`src/rtl/uart_pkg.sv`:
```
// Shared types and constants for the parametrised UART receiver.
package uart_pkg;
    typedef enum logic [2:0] {
        S_IDLE,
        S_START,
        S_DATA,
        S_PARITY,
        S_STOP
    } rx_state_e;

    localparam logic PAR_EVEN     = 1'b0;
    localparam logic PAR_ODD      = 1'b1;
    localparam int   MIN_PRESCALE = 4;

    function automatic logic maj3(input logic a, input logic b, input logic c);
        return (a & b) | (a & c) | (b & c);
    endfunction
endpackage

```
`src/rtl/uart_rx_sampler.sv`:
```
// Per-bit tick timer with prescale normalisation and 3-sample majority vote.
module uart_rx_sampler
    import uart_pkg::*;
#(
    parameter int PRESC_WIDTH = 6
) (
    input  logic                   clk,
    input  logic                   rst_n,
    input  logic                   i_start,
    input  logic                   i_run,
    input  logic                   i_rx,
    input  logic [PRESC_WIDTH-1:0] i_prescale,
    output logic                   bit_done,
    output logic                   bit_val
);
    localparam logic [PRESC_WIDTH-1:0] P_MIN = PRESC_WIDTH'(MIN_PRESCALE);

    logic [PRESC_WIDTH-1:0] w_p_even;
    logic [PRESC_WIDTH-1:0] w_p;
    logic [PRESC_WIDTH-1:0] w_half;
    logic [PRESC_WIDTH-1:0] r_rem;
    logic                   r_s0;
    logic                   r_s1;
    logic                   r_s2;
    logic                   w_s2;

    assign w_p_even = i_prescale & ~PRESC_WIDTH'(1);
    assign w_p      = (w_p_even < P_MIN) ? P_MIN : w_p_even;
    assign w_half   = w_p >> 1;

    // Down-counter holds ticks remaining in the bit; the detection cycle is tick 0.
    always_ff @(posedge clk or negedge rst_n) begin
        if (!rst_n) begin
            r_rem <= '0;
            r_s0  <= 1'b1;
            r_s1  <= 1'b1;
            r_s2  <= 1'b1;
        end else if (i_start) begin
            r_rem <= w_p - PRESC_WIDTH'(2);
        end else if (i_run) begin
            r_rem <= (r_rem == '0) ? w_p - PRESC_WIDTH'(1) : r_rem - PRESC_WIDTH'(1);
            if (r_rem == w_half)                    r_s0 <= i_rx;
            if (r_rem == w_half - PRESC_WIDTH'(1))  r_s1 <= i_rx;
            if (r_rem == w_half - PRESC_WIDTH'(2))  r_s2 <= i_rx;
        end
    end

    // At P=4 the third sample lands on the last tick, so it bypasses its register.
    assign w_s2     = (r_rem == w_half - PRESC_WIDTH'(2)) ? i_rx : r_s2;
    assign bit_done = i_run && (r_rem == '0);
    assign bit_val  = maj3(r_s0, r_s1, w_s2);
endmodule

```
`src/rtl/uart_rx_param.sv`:
```
// Parametrised UART receiver: frame FSM, shift register, parity/stop checks.
// state  | meaning
// IDLE   | line idle, waiting for a low level
// START  | validating start bit (voted 1 = glitch)
// DATA   | shifting in DATA_WIDTH bits, LSB first
// PARITY | checking parity bit against latched type
// STOP   | one or two stop bits, frame resolved on the last
module uart_rx_param
    import uart_pkg::*;
#(
    parameter int DATA_WIDTH  = 8,
    parameter int PRESC_WIDTH = 6
) (
    input  logic                   CLK,
    input  logic                   RST,
    input  logic                   RX_IN,
    input  logic [PRESC_WIDTH-1:0] Prescale,
    input  logic                   PAR_EN,
    input  logic                   PAR_TYP,
    input  logic                   STOP2,
    output logic [DATA_WIDTH-1:0]  P_DATA,
    output logic                   Data_Valid,
    output logic                   Par_Err,
    output logic                   Stp_Err,
    output logic                   Busy
);
    localparam int BCW = $clog2(DATA_WIDTH);

    rx_state_e              r_state;
    rx_state_e              w_next;
    logic [PRESC_WIDTH-1:0] r_presc;
    logic [PRESC_WIDTH-1:0] w_presc;
    logic                   r_par_en;
    logic                   r_par_typ;
    logic                   r_stop2;
    logic [BCW-1:0]         r_bit_cnt;
    logic                   r_stop_cnt;
    logic [DATA_WIDTH-1:0]  r_shift;
    logic                   r_par_bad;
    logic                   r_stp_bad;
    logic                   w_start;
    logic                   w_bit_done;
    logic                   w_bit_val;
    logic                   w_exp_par;
    logic                   w_frame_end;
    logic                   w_stp_bad;

    assign w_start = (r_state == S_IDLE) && !RX_IN;
    // The sampler must see the live prescale in the detection cycle, before it is latched.
    assign w_presc = w_start ? Prescale : r_presc;

    uart_rx_sampler #(.PRESC_WIDTH(PRESC_WIDTH)) u_sampler (
        .clk        (CLK),
        .rst_n      (RST),
        .i_start    (w_start),
        .i_run      (r_state != S_IDLE),
        .i_rx       (RX_IN),
        .i_prescale (w_presc),
        .bit_done   (w_bit_done),
        .bit_val    (w_bit_val)
    );

    assign w_exp_par   = (^r_shift) ^ (r_par_typ == PAR_ODD);
    assign w_frame_end = (r_state == S_STOP) && w_bit_done && (!r_stop2 || r_stop_cnt);
    assign w_stp_bad   = r_stp_bad | ~w_bit_val;

    always_ff @(posedge CLK or negedge RST) begin
        if (!RST) r_state <= S_IDLE;
        else      r_state <= w_next;
    end

    always_comb begin
        w_next = r_state;
        case (r_state)
            S_IDLE:   if (!RX_IN) w_next = S_START;
            S_START:  if (w_bit_done) w_next = w_bit_val ? S_IDLE : S_DATA;
            S_DATA:   if (w_bit_done && r_bit_cnt == BCW'(DATA_WIDTH - 1))
                          w_next = r_par_en ? S_PARITY : S_STOP;
            S_PARITY: if (w_bit_done) w_next = S_STOP;
            S_STOP:   if (w_frame_end) w_next = S_IDLE;
            default:  w_next = S_IDLE;
        endcase
    end

    always_ff @(posedge CLK or negedge RST) begin
        if (!RST) begin
            r_presc    <= '0;
            r_par_en   <= 1'b0;
            r_par_typ  <= 1'b0;
            r_stop2    <= 1'b0;
            r_bit_cnt  <= '0;
            r_stop_cnt <= 1'b0;
            r_shift    <= '0;
            r_par_bad  <= 1'b0;
            r_stp_bad  <= 1'b0;
            P_DATA     <= '0;
            Data_Valid <= 1'b0;
            Par_Err    <= 1'b0;
            Stp_Err    <= 1'b0;
            Busy       <= 1'b0;
        end else begin
            Data_Valid <= 1'b0;
            Par_Err    <= 1'b0;
            Stp_Err    <= 1'b0;
            Busy       <= (w_next != S_IDLE);
            if (w_start) begin
                r_presc    <= Prescale;
                r_par_en   <= PAR_EN;
                r_par_typ  <= PAR_TYP;
                r_stop2    <= STOP2;
                r_bit_cnt  <= '0;
                r_stop_cnt <= 1'b0;
                r_par_bad  <= 1'b0;
                r_stp_bad  <= 1'b0;
            end
            if (r_state == S_DATA && w_bit_done) begin
                r_shift   <= {w_bit_val, r_shift[DATA_WIDTH-1:1]};
                r_bit_cnt <= r_bit_cnt + BCW'(1);
            end
            if (r_state == S_PARITY && w_bit_done)
                r_par_bad <= (w_bit_val != w_exp_par);
            if (r_state == S_STOP && w_bit_done) begin
                r_stop_cnt <= 1'b1;
                r_stp_bad  <= w_stp_bad;
            end
            if (w_frame_end) begin
                Par_Err <= r_par_bad;
                Stp_Err <= w_stp_bad;
                if (!r_par_bad && !w_stp_bad) begin
                    P_DATA     <= r_shift;
                    Data_Valid <= 1'b1;
                end
            end
        end
    end
endmodule

```
`config.mk`:
```
export PLATFORM = sky130hd
export DESIGN_NAME = uart_rx_param
export DESIGN_NICKNAME = d
export VERILOG_FILES = /design/src/rtl/uart_pkg.sv /design/src/rtl/uart_rx_sampler.sv /design/src/rtl/uart_rx_param.sv
export SDC_FILE = /design/constraint.sdc
export NUM_CORES = 1
export LEC_CHECK = 0
export CAP_MARGIN = 20
export CORE_MARGIN = 10
export CORE_UTILIZATION = 40
export CTS_BUF_LIST = sky130_fd_sc_hd__clkbuf_4 sky130_fd_sc_hd__clkbuf_8
export DETAILED_ROUTE_END_ITERATION = 10
export GPL_ROUTABILITY_DRIVEN = 1
export SYNTH_ARGS = -nofsm -noshare
export SYNTH_HDL_FRONTEND = slang
export SYNTH_SLANG_ARGS = --single-unit
```
`constraint.sdc`:
```
create_clock -name CLK -period 7.58 [get_ports CLK]
set_input_delay 1.516 -clock CLK [delete_from_list [all_inputs] [get_ports CLK]]
set_output_delay 1.516 -clock CLK [all_outputs]
set_load 0.005 [all_outputs]
```
# Word level (Yosys, flattened, before mapping)
# Index checks and enable logic that the tools add are counted.
[op_classes]
order_cmp = 1
bitwise_logic = 9
reduce_logical = 26
muxes = 24
addsub = 6
eq_ne = 9
[ops]
columns = ["operator", "count"]
rows = [
  ["6-bit two-way mux", 5],
  ["3-bit two-way mux", 8],
  ["3-bit one-hot mux with 5 select lines", 1],
  ["6-bit equality test", 2],
  ["6-bit by 1-bit subtractor with 6-bit output, second input constant", 2],
  ["1-bit two-way mux", 9],
  ["1-bit logical AND", 8],
  ["2-bit nonzero test", 4],
  ["8-bit XOR reduction", 1],
  ["3-bit by 2-bit equality test with 1-bit output, second input constant", 2],
  ["3-bit equality test, second input constant", 2],
  ["6-bit by 5-bit equality test with 1-bit output", 1],
  ["6-bit zero test", 1],
  ["6-bit by 3-bit less-than comparator with 1-bit output, second input constant", 1],
  ["3-bit AND reduction", 2],
  ["3-bit nonzero test", 2],
  ["5-bit by 1-bit subtractor with 6-bit output, second input constant", 1],
  ["5-bit by 2-bit subtractor with 6-bit output, second input constant", 1],
  ["6-bit by 2-bit subtractor with 6-bit output, second input constant", 1],
  ["1-bit zero test", 4],
  ["2-bit AND reduction", 2],
  ["3-bit by 1-bit adder with 3-bit output, second input constant", 1],
  ["1-bit AND", 3],
  ["3-bit by 1-bit equality test with 1-bit output, second input constant", 1],
  ["7 further kinds", 10],
]
[word_totals]
out_inout_bits = 12
reg_bits = 47

# Logic depth before layout (Yosys ltp)
[logic_depth]
ltp_word = 17
mapped_depth = 14
ltp_nobuf = 12

# Cells and area by module
# From an unflattened synthesis, not the netlist that was laid out.
[unflattened]
hier_cells = 278
hier_area_um2 = 2732.6
[by_module_without_submodules]
columns = ["mod", "instances", "area_each_um2", "cells_each", "seq_area_each_um2"]
rows = [
  ["uart_rx_param", 1, 1679.1, 144, 950.9],
  ["uart_rx_sampler", 1, 1053.5, 134, 229.0],
]

# Worst setup path before layout
# Ideal clock, no wire load.
[synth_timing]
path_kind = "input -> register"
from = "input port RX_IN"
to = "register P_DATA[0]"
cell_stages = 12
arrival_time_ns = 4.565
path_buffers = 2
slack_ns = 2.890
setup_ns = 0.125
path_cell_list = "buf_2 -> or4_4 -> clkbuf_8 -> mux2i_1 -> ha_1 -> nor3b_1 -> mux2i_1 -> xnor2_1 -> a21oi_4 -> o2111a_1 -> o31ai_4 -> mux2_2"
[synth_between]
elab_chain_len = 16
word_cells_on_any_way = 17
[synth_rtl]
columns = ["element", "line_no", "source"]
rows = [
  ["from (decl)", "uart_rx_param.sv:16", "input logic RX_IN,"],
  ["1-bit zero test", "--", ""],
  ["1-bit logical AND", "uart_rx_param.sv:48", "assign w_start = (r_state == S_IDLE) && !RX_IN;"],
  ["6-bit two-way mux", "--", ""],
  ["6-bit by 3-bit less-than comparator with 1-bit output", "uart_rx_sampler.sv:28", "assign w_p = (w_p_even < P_MIN) ? P_MIN : w_p_even;"],
  ["6-bit two-way mux", "uart_rx_sampler.sv:28", ""],
  ["5-bit by 2-bit subtractor with 6-bit output", "uart_rx_sampler.sv:49", "assign w_s2 = (r_rem == w_half - PRESC_WIDTH'(2)) ? i_rx : r_s2;"],
  ["6-bit equality test", "uart_rx_sampler.sv:49", ""],
  ["1-bit two-way mux *", "uart_rx_sampler.sv:49", ""],
  ["1-bit AND", "uart_pkg.sv:16", "return (a & b) | (a & c) | (b & c);"],
  ["1-bit OR", "uart_pkg.sv:16", ""],
  ["1-bit OR *", "uart_pkg.sv:16", ""],
  ["1-bit NOT *", "uart_rx_param.sv:65", "assign w_stp_bad = r_stp_bad | ~w_bit_val;"],
  ["1-bit OR *", "uart_rx_param.sv:65", ""],
  ["1-bit zero test *", "uart_rx_param.sv:129", "if (!r_par_bad && !w_stp_bad) begin"],
  ["1-bit logical AND *", "uart_rx_param.sv:129", ""],
  ["2-bit AND reduction (no line) *", "--", ""],
  ["to (signal assigned)", "uart_rx_param.sv:130", "P_DATA <= r_shift;"],
  ["to (decl)", "uart_rx_param.sv:21", "output logic [DATA_WIDTH-1:0] P_DATA,"],
]
# Mark *: on every way between the ends. The rest lies on a longest branch, timed or not.
# A chain may end at the register's enable or synchronous reset.

# Final worst setup path
# Ends and elaborated chain as after synthesis.

==> results.sh <==
export IMPL_status="finished, final reports clean"
export IMPL_nNetsFinal=311
export IMPL_drive_gt1_share_pct=14.3
export IMPL_ir_drop_mv=0.111
export IMPL_detail_route_wl_per_cell_um=15.4
export IMPL_grt_use_total_pct=11.6
export IMPL_cp_data_arrival_time_ns=5.85
export IMPL_grt_overflow_total=0
export IMPL_num_vias=2045
export IMPL_instances_no_fill=374
export IMPL_place_area_sq_um=2990
export IMPL_rsz0062_at_grt="no"
export IMPL_fin_setup_tns_ns=0
export IMPL_drt_first_pass_iters=5
export IMPL_ys_types=53
export IMPL_tightest_slew_ns=0.968
export IMPL_cts_tree="built"
export IMPL_antennaDiodeCount=0
export IMPL_final_antenna_net_count=0
export IMPL_top_usage_layer="met2"
export IMPL_ys_seq_area_share_pct=42.1
export IMPL_slew_viol_final=0
export IMPL_ys_warn_count=0
export IMPL_post_route_period_util_pct=74.7
export IMPL_core_area_sq_um=6720
export IMPL_cts_setup_buffers=0
export IMPL_num_rows=30
export IMPL_clkTransAtPathRegs_ns=0.09
export IMPL_p_int_w=0.000624
export IMPL_clockBufferDepth=2
export IMPL_syn_inst=278
export IMPL_cts_resized=0
export IMPL_clock_skew_final_ns=0.00951
export IMPL_drv_cap=0
export IMPL_critPathLaunch="RX_IN"
export IMPL_p_comb_share_pct=47.5
export IMPL_cts_inserted_buffers=5
export IMPL_hold_path_class="reg -> reg"
export IMPL_grt_max_degree=47
export IMPL_power_w=0.00109
export IMPL_setup_viol=0
export IMPL_htree_levels=2
export IMPL_via_per_inst=5.47
export IMPL_critical_path_cell_chain="clkdlybuf4s50_1 > or4_4 > mux2i_1 > ha_1 > nor3b_1 > mux2i_1 > xnor2_1 > a21oi_4 > o2111a_1 > o31ai_4 > mux2_2"
export IMPL_grt_use_met3_pct=2.28
export IMPL_dp_hpwl_um=4120
export IMPL_gr_usage_met1_pct=15.4
export IMPL_syn_area_sq_um=2740
export IMPL_numPortBuffers=22
export IMPL_ctsHoldBuffers=0
export IMPL_synthFlopType="dfrtp_1"
export IMPL_insertion_delay_ns=0.30
export IMPL_synth_edff_count=0
export IMPL_cpPeakStageDelay_ns=0.78
export IMPL_cts_root_buffer="clkbuf_8"
export IMPL_grtUsageMet2_pct=18.4
export IMPL_seqPwrFrac_pct=38.7
export IMPL_period_needed_ns=5.66
export IMPL_reg2reg_setup_slack_ns=3.39
export IMPL_p_sw_share_pct=42.9
export IMPL_critPathCaptureType="flop"
export IMPL_r2r_start="r_state[1]$_DFF_PN0_"
export IMPL_worstPathRequired_ns=7.76
export IMPL_crit_path_frequent_cell="mux2i_1"
export IMPL_synth_nets=296
export IMPL_grt_first_pass_wirelength_um=9940
export IMPL_initial_core_util_pct=40.8
export IMPL_synthArstFlopShare_pct=100
export IMPL_final_hold_violation_count=0
export IMPL_antenna_found_initial=0
export IMPL_critical_path_slowest_cell="clkdlybuf4s50_1"
export IMPL_worstSetupStartpointType="input port"
export IMPL_power_per_cell_area_nw_per_um2=353
export IMPL_gp_congestion=0.817
export IMPL_fp_dieW_um=103
export IMPL_final_util_pct=46.1
export IMPL_fmax_mhz=177
export IMPL_crit_type="in -> reg"
export IMPL_drt_iter0_markers=83
export IMPL_placed_cells=365
export IMPL_avgSynthCellArea_sq_um=9.86
export IMPL_p_leak_nw=1.35
export IMPL_drc=0
export IMPL_grt_pass1_vias=2102
export IMPL_ios=24
export IMPL_fp_dieH_um=103
export IMPL_drt_wl_total_um=5770
export IMPL_switchingPower_w=0.000470
export IMPL_cts_sinks=46
export IMPL_hp_start="r_stop_cnt$_DFFE_PN0P_"
export IMPL_path_max_fanout=21
export IMPL_synth_seq_cells=46
export IMPL_syn_to_final_growth_pct=13.1
export IMPL_max_slew_margin_pct=35.0
export IMPL_die_area_sq_um=10600
export IMPL_clkPwrFrac_pct=13.8
export IMPL_fill_cells=660
export IMPL_postLayoutCellArea_sq_um=3100
-- cell families (layout without fill, tap and decap cells) --
kind of cell             after synthesis  in the layout  synth area share (%)
AO/OA/AOI/OAI                         50             50                  13.2
XOR/XNOR                              24             24                  7.67
adder cells (fa/ha/maj)                6              6                  2.74
buffers and inverters                 26             42                  4.29
flip-flops                            46             46                  42.1
multiplexers                          26             26                  10.5
AND/OR/NAND/NOR                      100            100                  19.4
-- worst paths after layout --
kind,endpoint,cells after the start
max,P_DATA[0]$_DFFE_PN0P_,11
min,r_stop_cnt$_DFFE_PN0P_,2
max reg2reg,P_DATA[0]$_DFFE_PN0P_,10
min reg2reg,r_stop_cnt$_DFFE_PN0P_,2
max in group asynchronous,u_sampler.r_s2$_DFFE_PN1P_,2
min in group asynchronous,P_DATA[4]$_DFFE_PN0P_,1
-- area by class of cell --
class / instances / area (sq um) / area share, %
Clock buffer: 5 / 68.8 / 2.22
Timing Repair Buffer: 24 / 243 / 7.83
Tap cell: 80 / 100 / 3.23
Sequential cell: 46 / 1150 / 37.3
Multi-Input combinational cell: 206 / 1470 / 47.6
Clock inverter: 3 / 21.3 / 0.686
Inverter: 10 / 37.5 / 1.21
-- cells in the mapped netlist (2+ instances only) --
cell      number  area, sq um
o211ai_1       2         15.0
o21ai_0       18         90.1
nor3_1        11         55.1
nand3_1       10         50.1
xnor2_1       16          140
nand2_1       31          116
o41ai_1        3         26.3
or3_1          4         25.0
a211o_1        2         17.5
dfrtp_1       43         1080
nor4_1         2         12.5
dfstp_2        3         78.8
o32ai_1        2         17.5
o211a_1        2         20.0
ha_1           6         75.1
mux2_2        19          214
nand4_1        2         12.5
inv_1         10         37.5
buf_2          2         10.0
o31ai_1        2         15.0
xor2_1         8         70.1
mux2i_1        6         60.1
or4_1          2         15.0
nor4b_1        4         35.0
and2_1         2         12.5
nand2b_1       3         18.8
nor3b_1        2         15.0
clkbuf_1      12         45.0
a31oi_1        2         12.5
a21oi_1        6         30.0
nor2_1        19         71.3
-- metrics by stage --
stage	hold slack (ns)	setup WS [ns]
after floorplan	0.438	2.89
after global placement	0.454	1.67
after detailed placement	0.458	1.63
after CTS	0.480	1.91
after global routing	0.513	1.58
final	0.475	1.92
-- power groups by stage --
stage | clock network, W | registers (W) | logic [W]
after floorplan | 0 | 0.000369 | 0.000497
after global placement | 0 | 0.000424 | 0.000508
after detailed placement | 0 | 0.000425 | 0.000519
after CTS | 0.000157 | 0.000421 | 0.000519
after global routing | 0.000167 | 0.000436 | 0.000585
final | 0.000151 | 0.000423 | 0.000520
-- sequential cells by signal, summed over array words and instances (netlist names) --
signal / count
r_stop_cnt: 1
u_sampler.r_rem: 6
P_DATA: 8
Par_Err: 1
Busy: 1
r_presc: 5
r_par_typ: 1
r_stp_bad: 1
u_sampler.r_s1: 1
r_par_en: 1
r_par_bad: 1
u_sampler.r_s0: 1
r_bit_cnt: 3
r_stop2: 1
r_state: 3
Stp_Err: 1
Data_Valid: 1
u_sampler.r_s2: 1
r_shift: 8
-- worst max-delay path, delay by kind of cell --
kind                     cells  cell delay [ns]
multiplexers                 3             1.19
buffers and inverters        1             0.78
AO/OA/AOI/OAI                3             0.78
AND/OR/NAND/NOR              2             0.96
adder cells (fa/ha/maj)      1             0.36
XOR/XNOR                     1             0.24
-- routing by layer --
layer | share of wire (%) | vias to the layer above
met5 | 0 | -
met4 | 1.6 | 0
met3 | 3.8 | 9
met2 | 45 | 31
met1 | 49 | 986
li1 | - | 1019
-- layout by cell type, fill, tap and decap left out, types with 4 or more instances in the layout --
cell,synthesis,layout
or3_1,4,4
nor2_1,19,19
dfrtp_1,43,43
nand2_1,31,31
nor4b_1,4,4
nor3_1,11,10
xnor2_1,16,16
clkbuf_8,1,5
nand3_1,10,10
inv_1,10,10
ha_1,6,6
mux2i_1,6,6
clkdlybuf4s50_1,0,21
xor2_1,8,8
mux2_2,19,19
o21ai_0,18,18
a21oi_1,6,6
Power figures use the tool's default switching activity.
